[src/rtl/muldiv_hilo_ctrl.sv]
// muldiv_hilo_ctrl: iterative MULT/MULTU/DIV/DIVU sequencer that owns the
// architectural HI/LO registers, with pipeline stall, MTHI/MTLO and flush.
// Optional build macro MULDIV_DIV0_FAST_EN adds a div0 output and a short
// path that skips the iteration phase on divide-by-zero.
module muldiv_hilo_ctrl #(
    parameter int unsigned WIDTH = 32,
    parameter int unsigned STEPS = 32
) (
    input  logic             clk_in,
    input  logic             rst_in,
    input  logic             start,
    input  logic [1:0]       op,
    input  logic [WIDTH-1:0] RD1,
    input  logic [WIDTH-1:0] RD2,
    input  logic             mthi_we,
    input  logic             mtlo_we,
    input  logic             hilo_rd,
    input  logic             flush,
    output logic [WIDTH-1:0] HI,
    output logic [WIDTH-1:0] LO,
    output logic             busy,
    output logic             stall,
    output logic             done
`ifdef MULDIV_DIV0_FAST_EN
    ,
    output logic             div0
`endif
);

    localparam int unsigned CW = (STEPS > 1) ? $clog2(STEPS) : 1;

    typedef enum logic [1:0] {
        S_IDLE,
        S_PREP,
        S_CALC,
        S_FIX
    } state_t;

    state_t           state_q, state_d;
    logic [1:0]       op_q;
    logic [WIDTH-1:0] a_q, b_q;
    logic [WIDTH-1:0] mcand_q;   // multiplicand (mul) or divisor (div) magnitude
    logic [WIDTH-1:0] acc_hi_q;  // product high half / partial remainder
    logic [WIDTH-1:0] acc_lo_q;  // multiplier being consumed / dividend-quotient
    logic             neg_q, rneg_q, div0_q;
    logic [CW-1:0]    cnt_q;

    logic             signed_op, is_div;
    logic [WIDTH-1:0] mag_a, mag_b;
    logic [WIDTH:0]   mul_sum;
    logic [WIDTH:0]   div_shift;
    logic [WIDTH-1:0] div_diff;
    logic             div_ge;
    logic [WIDTH-1:0] step_hi, step_lo;
    logic [2*WIDTH-1:0] prod, prod_fix;
    logic [WIDTH-1:0] res_hi, res_lo;
    logic             accept;

    assign accept    = start && !flush;
    assign signed_op = ~op_q[0];
    assign is_div    = op_q[1];

    // State register
    always_ff @(posedge clk_in or posedge rst_in) begin
        if (rst_in) state_q <= S_IDLE;
        else        state_q <= state_d;
    end

    // Next-state logic and pipeline handshake outputs
    always_comb begin
        state_d = state_q;
        busy    = (state_q != S_IDLE);
        stall   = busy && (start || mthi_we || mtlo_we || hilo_rd);
        done    = (state_q == S_FIX) && !flush;
        case (state_q)
            S_IDLE: if (accept) state_d = S_PREP;
            S_PREP: begin
                if (flush) state_d = S_IDLE;
`ifdef MULDIV_DIV0_FAST_EN
                else if (is_div && (b_q == '0)) state_d = S_FIX;
`endif
                else state_d = S_CALC;
            end
            S_CALC: begin
                if (flush) state_d = S_IDLE;
                else if (cnt_q == CW'(STEPS - 1)) state_d = S_FIX;
            end
            S_FIX:   state_d = S_IDLE;
            default: state_d = S_IDLE;
        endcase
    end

`ifdef MULDIV_DIV0_FAST_EN
    assign div0 = done && div0_q;
`endif

    // Operand magnitudes, one iteration step, and sign-corrected results
    always_comb begin
        mag_a     = (signed_op && a_q[WIDTH-1]) ? ('0 - a_q) : a_q;
        mag_b     = (signed_op && b_q[WIDTH-1]) ? ('0 - b_q) : b_q;
        mul_sum   = {1'b0, acc_hi_q} + (acc_lo_q[0] ? {1'b0, mcand_q} : '0);
        div_shift = {acc_hi_q, acc_lo_q[WIDTH-1]};
        div_ge    = (div_shift >= {1'b0, mcand_q});
        // Only the low bits matter: when the subtraction is taken the true
        // difference is already below the divisor.
        div_diff  = div_shift[WIDTH-1:0] - mcand_q;
        if (is_div) begin
            step_hi = div_ge ? div_diff : div_shift[WIDTH-1:0];
            step_lo = {acc_lo_q[WIDTH-2:0], div_ge};
        end else begin
            step_hi = mul_sum[WIDTH:1];
            step_lo = {mul_sum[0], acc_lo_q[WIDTH-1:1]};
        end
        prod     = {acc_hi_q, acc_lo_q};
        prod_fix = neg_q ? ('0 - prod) : prod;
        if (!is_div) begin
            res_hi = prod_fix[2*WIDTH-1:WIDTH];
            res_lo = prod_fix[WIDTH-1:0];
        end else if (div0_q) begin
            res_hi = a_q;
            res_lo = '1;
        end else begin
            res_hi = rneg_q ? ('0 - acc_hi_q) : acc_hi_q;
            res_lo = neg_q  ? ('0 - acc_lo_q) : acc_lo_q;
        end
    end

    // Operand capture, sign preparation and iterative datapath
    always_ff @(posedge clk_in or posedge rst_in) begin
        if (rst_in) begin
            op_q     <= '0;
            a_q      <= '0;
            b_q      <= '0;
            mcand_q  <= '0;
            acc_hi_q <= '0;
            acc_lo_q <= '0;
            neg_q    <= 1'b0;
            rneg_q   <= 1'b0;
            div0_q   <= 1'b0;
            cnt_q    <= '0;
        end else begin
            case (state_q)
                S_IDLE: begin
                    if (accept) begin
                        op_q <= op;
                        a_q  <= RD1;
                        b_q  <= RD2;
                    end
                end
                S_PREP: begin
                    neg_q    <= signed_op && (a_q[WIDTH-1] ^ b_q[WIDTH-1]);
                    rneg_q   <= signed_op && a_q[WIDTH-1];
                    div0_q   <= is_div && (b_q == '0);
                    acc_hi_q <= '0;
                    acc_lo_q <= is_div ? mag_a : mag_b;
                    mcand_q  <= is_div ? mag_b : mag_a;
                    cnt_q    <= '0;
                end
                S_CALC: begin
                    acc_hi_q <= step_hi;
                    acc_lo_q <= step_lo;
                    cnt_q    <= cnt_q + 1'b1;
                end
                default: ;
            endcase
        end
    end

    // Architectural HI/LO: op results in FIX, MTHI/MTLO only while idle
    always_ff @(posedge clk_in or posedge rst_in) begin
        if (rst_in) begin
            HI <= '0;
            LO <= '0;
        end else if (state_q == S_FIX) begin
            if (!flush) begin
                HI <= res_hi;
                LO <= res_lo;
            end
        end else if (state_q == S_IDLE && !start) begin
            if (mthi_we) HI <= RD1;
            if (mtlo_we) LO <= RD1;
        end
    end

endmodule

[config.mk]
export PLATFORM = sky130hd
export DESIGN_NAME = muldiv_hilo_ctrl
export DESIGN_NICKNAME = d
export VERILOG_FILES = /design/src/rtl/muldiv_hilo_ctrl.sv
export SDC_FILE = /design/constraint.sdc
export NUM_CORES = 1
export LEC_CHECK = 0
export BUFFER_PORTS_ARGS = -buffer_cell sky130_fd_sc_hd__buf_2
export CORE_AREA = 4 4 207 209
export CTS_CLUSTER_DIAMETER = 50
export DETAILED_ROUTE_END_ITERATION = 10
export DIE_AREA = 0 0 211 213
export SYNTH_ARGS = -nofsm -noshare
export SYNTH_HDL_FRONTEND = slang
export SYNTH_SLANG_ARGS = --single-unit
[constraint.sdc]
create_clock -name clk_in -period 15.2 [get_ports clk_in]
set_input_delay 3.04 -clock clk_in [delete_from_list [all_inputs] [get_ports clk_in]]
set_output_delay 3.04 -clock clk_in [all_outputs]
set_load 0.05 [all_outputs]
==> flow_summary.ini <==
[outcome]
status = complete, no violations

[sta]
finalSetupTns_ns = 0
min_period_ns = 7.64
slew_headroom = 0.223
worst_hold_slack_ns = 0.471
worst_slack_ns = 7.56
finalClockSkew_ns = 0.0276
rsz0062_at_grt = no
hold_viol = 0
setup_viol = 0
worstMarginPinSlew_ns = 1.16
slew_violations = 0
finalCritPeriodShare = 0.503
fmax_mhz = 131

[placed_design]
place_ws_ns = 7.61
gp_congestion = 0.936
hpwl_mm = 48.0
io_buffer_count = 139

[routing]
num_vias = 16600
dr.pass1.iters = 5
final_antenna_net_count = 0
routedWlPerCell_um = 23.1
wirelength_mm = 63.4
drc_errors = 0
vias_per_cell = 6.05
drt-initial-drc-count = 1524

[floorplanning]
die-area_um2 = 44900
dieWidth_um = 211
coreArea_um2 = 40800
die_y_um = 213
row_count = 74
start_util = 0.446
pin_count = 140

[synth]
yosys.cell_count.top_type = dfrtp_1
syn_inst = 2127
syn_area_um2 = 18200
synth_commonest_cells = 236 x dfrtp_1, 225 x nand2_1, 214 x nor2_1
ys.flop_type = dfrtp_1
synth-edff-count = 0
synth_cell_types = 79
synth_fp_nets = 2276
yosysTopAreaCellShare = 0.324
synth-seq-cells = 236
ys_seq_area_frac = 0.324
synth_top_cell_by_area = dfrtp_1
synth_warnings = 0
synth_area_leaders = dfrtp_1 32%, xnor2_1 6.8%, o21ai_0 5.8%
async_flop_share = 1.00
avgSynthCellArea_um2 = 8.56

[power]
net-switching-power_mw = 2.73
p_leak_nw = 8.96
pwr-share-comb = 0.577
p_seq_frac = 0.252
p_int_mw = 2.69
vdd_drop_max_uv = 102
p_sw_frac = 0.504
power.density_nw_per_um2 = 264
clockPowerShare = 0.172

[finish]
nets = 2331
final_core_util = 0.503
drive_gt1_frac = 0.161
num_antenna_cells = 0
area_growth_pct = 12.6

[critical_path]
cp_num_buf_inv = 4
worst_setup_path_end_kind = output port
worstPathArrival_ns = 4.60
cp_slowest_cell = inv_1
critPathTopFamily = buffers and inverters
worst_setup_path_start_kind = input pin
worstPathMaxFanout = 19
crit_required_ns = 12.16
path_cells = buf_2 -> inv_1 -> nand2_1 -> inv_1 -> buf_2
worstSetupPathType = input pin to output port
max_stage_delay_ns = 0.57

[global_routing]
first_global_vias = 15700
grt_max_degree = 113
grt_antenna_before_repair = 0
grt_pass1_wl_mm = 96.3
grt_overflow_total = 0
groute.usage.overall = 0.276

[cts]
cts.path.max_buffers = 3
htreeDepth = 2
path_clk_slew_ns = 0.06
cts_resized = 0
cts-root-buf = clkbuf_16
postCtsSetupBuffers = 0
cts_hold_buf = 0
tritoncts = done
cts.sinks = 236
cts_made_buffers = 36
clk-insertion-delay-late_ns = 0.56

[flow_run]
drv_cap = 0

[worst_hold_path]
holdCritPathClass = register to register
==> flip-flops by register name, indices dropped and copies added (netlist names), 2 cells and up <==
name and count:
HI 32, LO 32, a_q 32, acc_hi_q 32, acc_lo_q 32, b_q 32
mcand_q 32, cnt_q 5, op_q 2, state_q 2
==> kinds of logic after synthesis <==
| family | synth area share |
|---|---|
| buf+inv | 0.0465 |
| flops | 0.324 |
| compound gates | 0.201 |
| mux | 0.114 |
| xor+xnor | 0.100 |
| fa+ha+maj | 0.0530 |
| simple gates | 0.161 |
==> worst paths after layout <==
path / slack (ns) / startpoint / to / cells past startpoint
min in group asynchronous: 2.66 / rst_in / HI[8]$_DFFE_PP0P_ / 2
max in group asynchronous: 11.10 / rst_in / op_q[1]$_DFFE_PP0P_ / 3
setup reg to reg: 10.24 / acc_lo_q[0]$_DFFE_PP0P_ / acc_hi_q[30]$_DFFE_PP0P_ / 12
hold / removal: 0.47 / LO[13]$_DFFE_PP0P_ / LO[13]$_DFFE_PP0P_ / 2
hold reg to reg: 0.47 / LO[13]$_DFFE_PP0P_ / LO[13]$_DFFE_PP0P_ / 2
setup / recovery: 7.56 / flush / done / 5
==> tightest hold or removal path: cells and delay by family (launching register included) <==
kind | cells | cell delay, ns
DFF | 1 | 0.33
AOI/OAI and AO/OA | 1 | 0.06
and+or+nand+nor | 1 | 0.04
==> placed cells by master, fill, tap and decap left out, types with 36 or more instances in the layout <==
| cell | n |
|---|---|
| mux2i_1 | 59 |
| o21ai_0 | 210 |
| clkbuf_16 | 36 |
| xor2_1 | 68 |
| inv_1 | 71 |
| dfrtp_1 | 234 |
| mux2_2 | 79 |
| nand2_1 | 225 |
| xnor2_1 | 141 |
| nor2_1 | 212 |
| ha_1 | 72 |
| a21oi_1 | 123 |
| o22ai_1 | 38 |
| buf_2 | 139 |
==> layer usage <==
| metal | track usage | up-vias | part of all wire |
|---|---|---|---|
| met5 | 0 | - | 0 |
| met2 | 0.426 | 651 | 0.44 |
| li1 | - | 7740 | - |
| met3 | 0.0508 | 110 | 0.073 |
| met1 | 0.390 | 8086 | 0.45 |
| met4 | 0.0977 | 0 | 0.040 |
==> area by class of cell <==
type | instances | area (um^2)
clock buffer | 45 | 985
clock inverter | 20 | 348
fill | 3889 | 20300
inverter | 74 | 285
multi-input combinational | 1678 | 11500
sequential | 236 | 5910
tap | 532 | 666
timing repair buffer | 156 | 823
==> metrics by stage <==
step | cells | total power, mW | cell area, um^2
3_3_place_gp | 2676 | 4.40 | 19200
3_5_place_dp | 2676 | 4.45 | 19200
2_1_floorplan | 2127 | 3.56 | 18200
4_1_cts | 2741 | 5.40 | 20500
5_1_grt | 2741 | 5.78 | 20500
6_report | 2741 | 5.42 | 20500
==> power groups by stage <==
stage                     logic (mW)  clock network [mW]  registers [mW]
after floorplan                 2.15                   0            1.40
final                           3.13               0.930            1.37
after global routing            3.41               0.973            1.40
after CTS                       3.10               0.945            1.35
after detailed placement        3.09                   0            1.36
after global placement          3.05                   0            1.35
No activity file was read; power rests on OpenSTA's default activity.
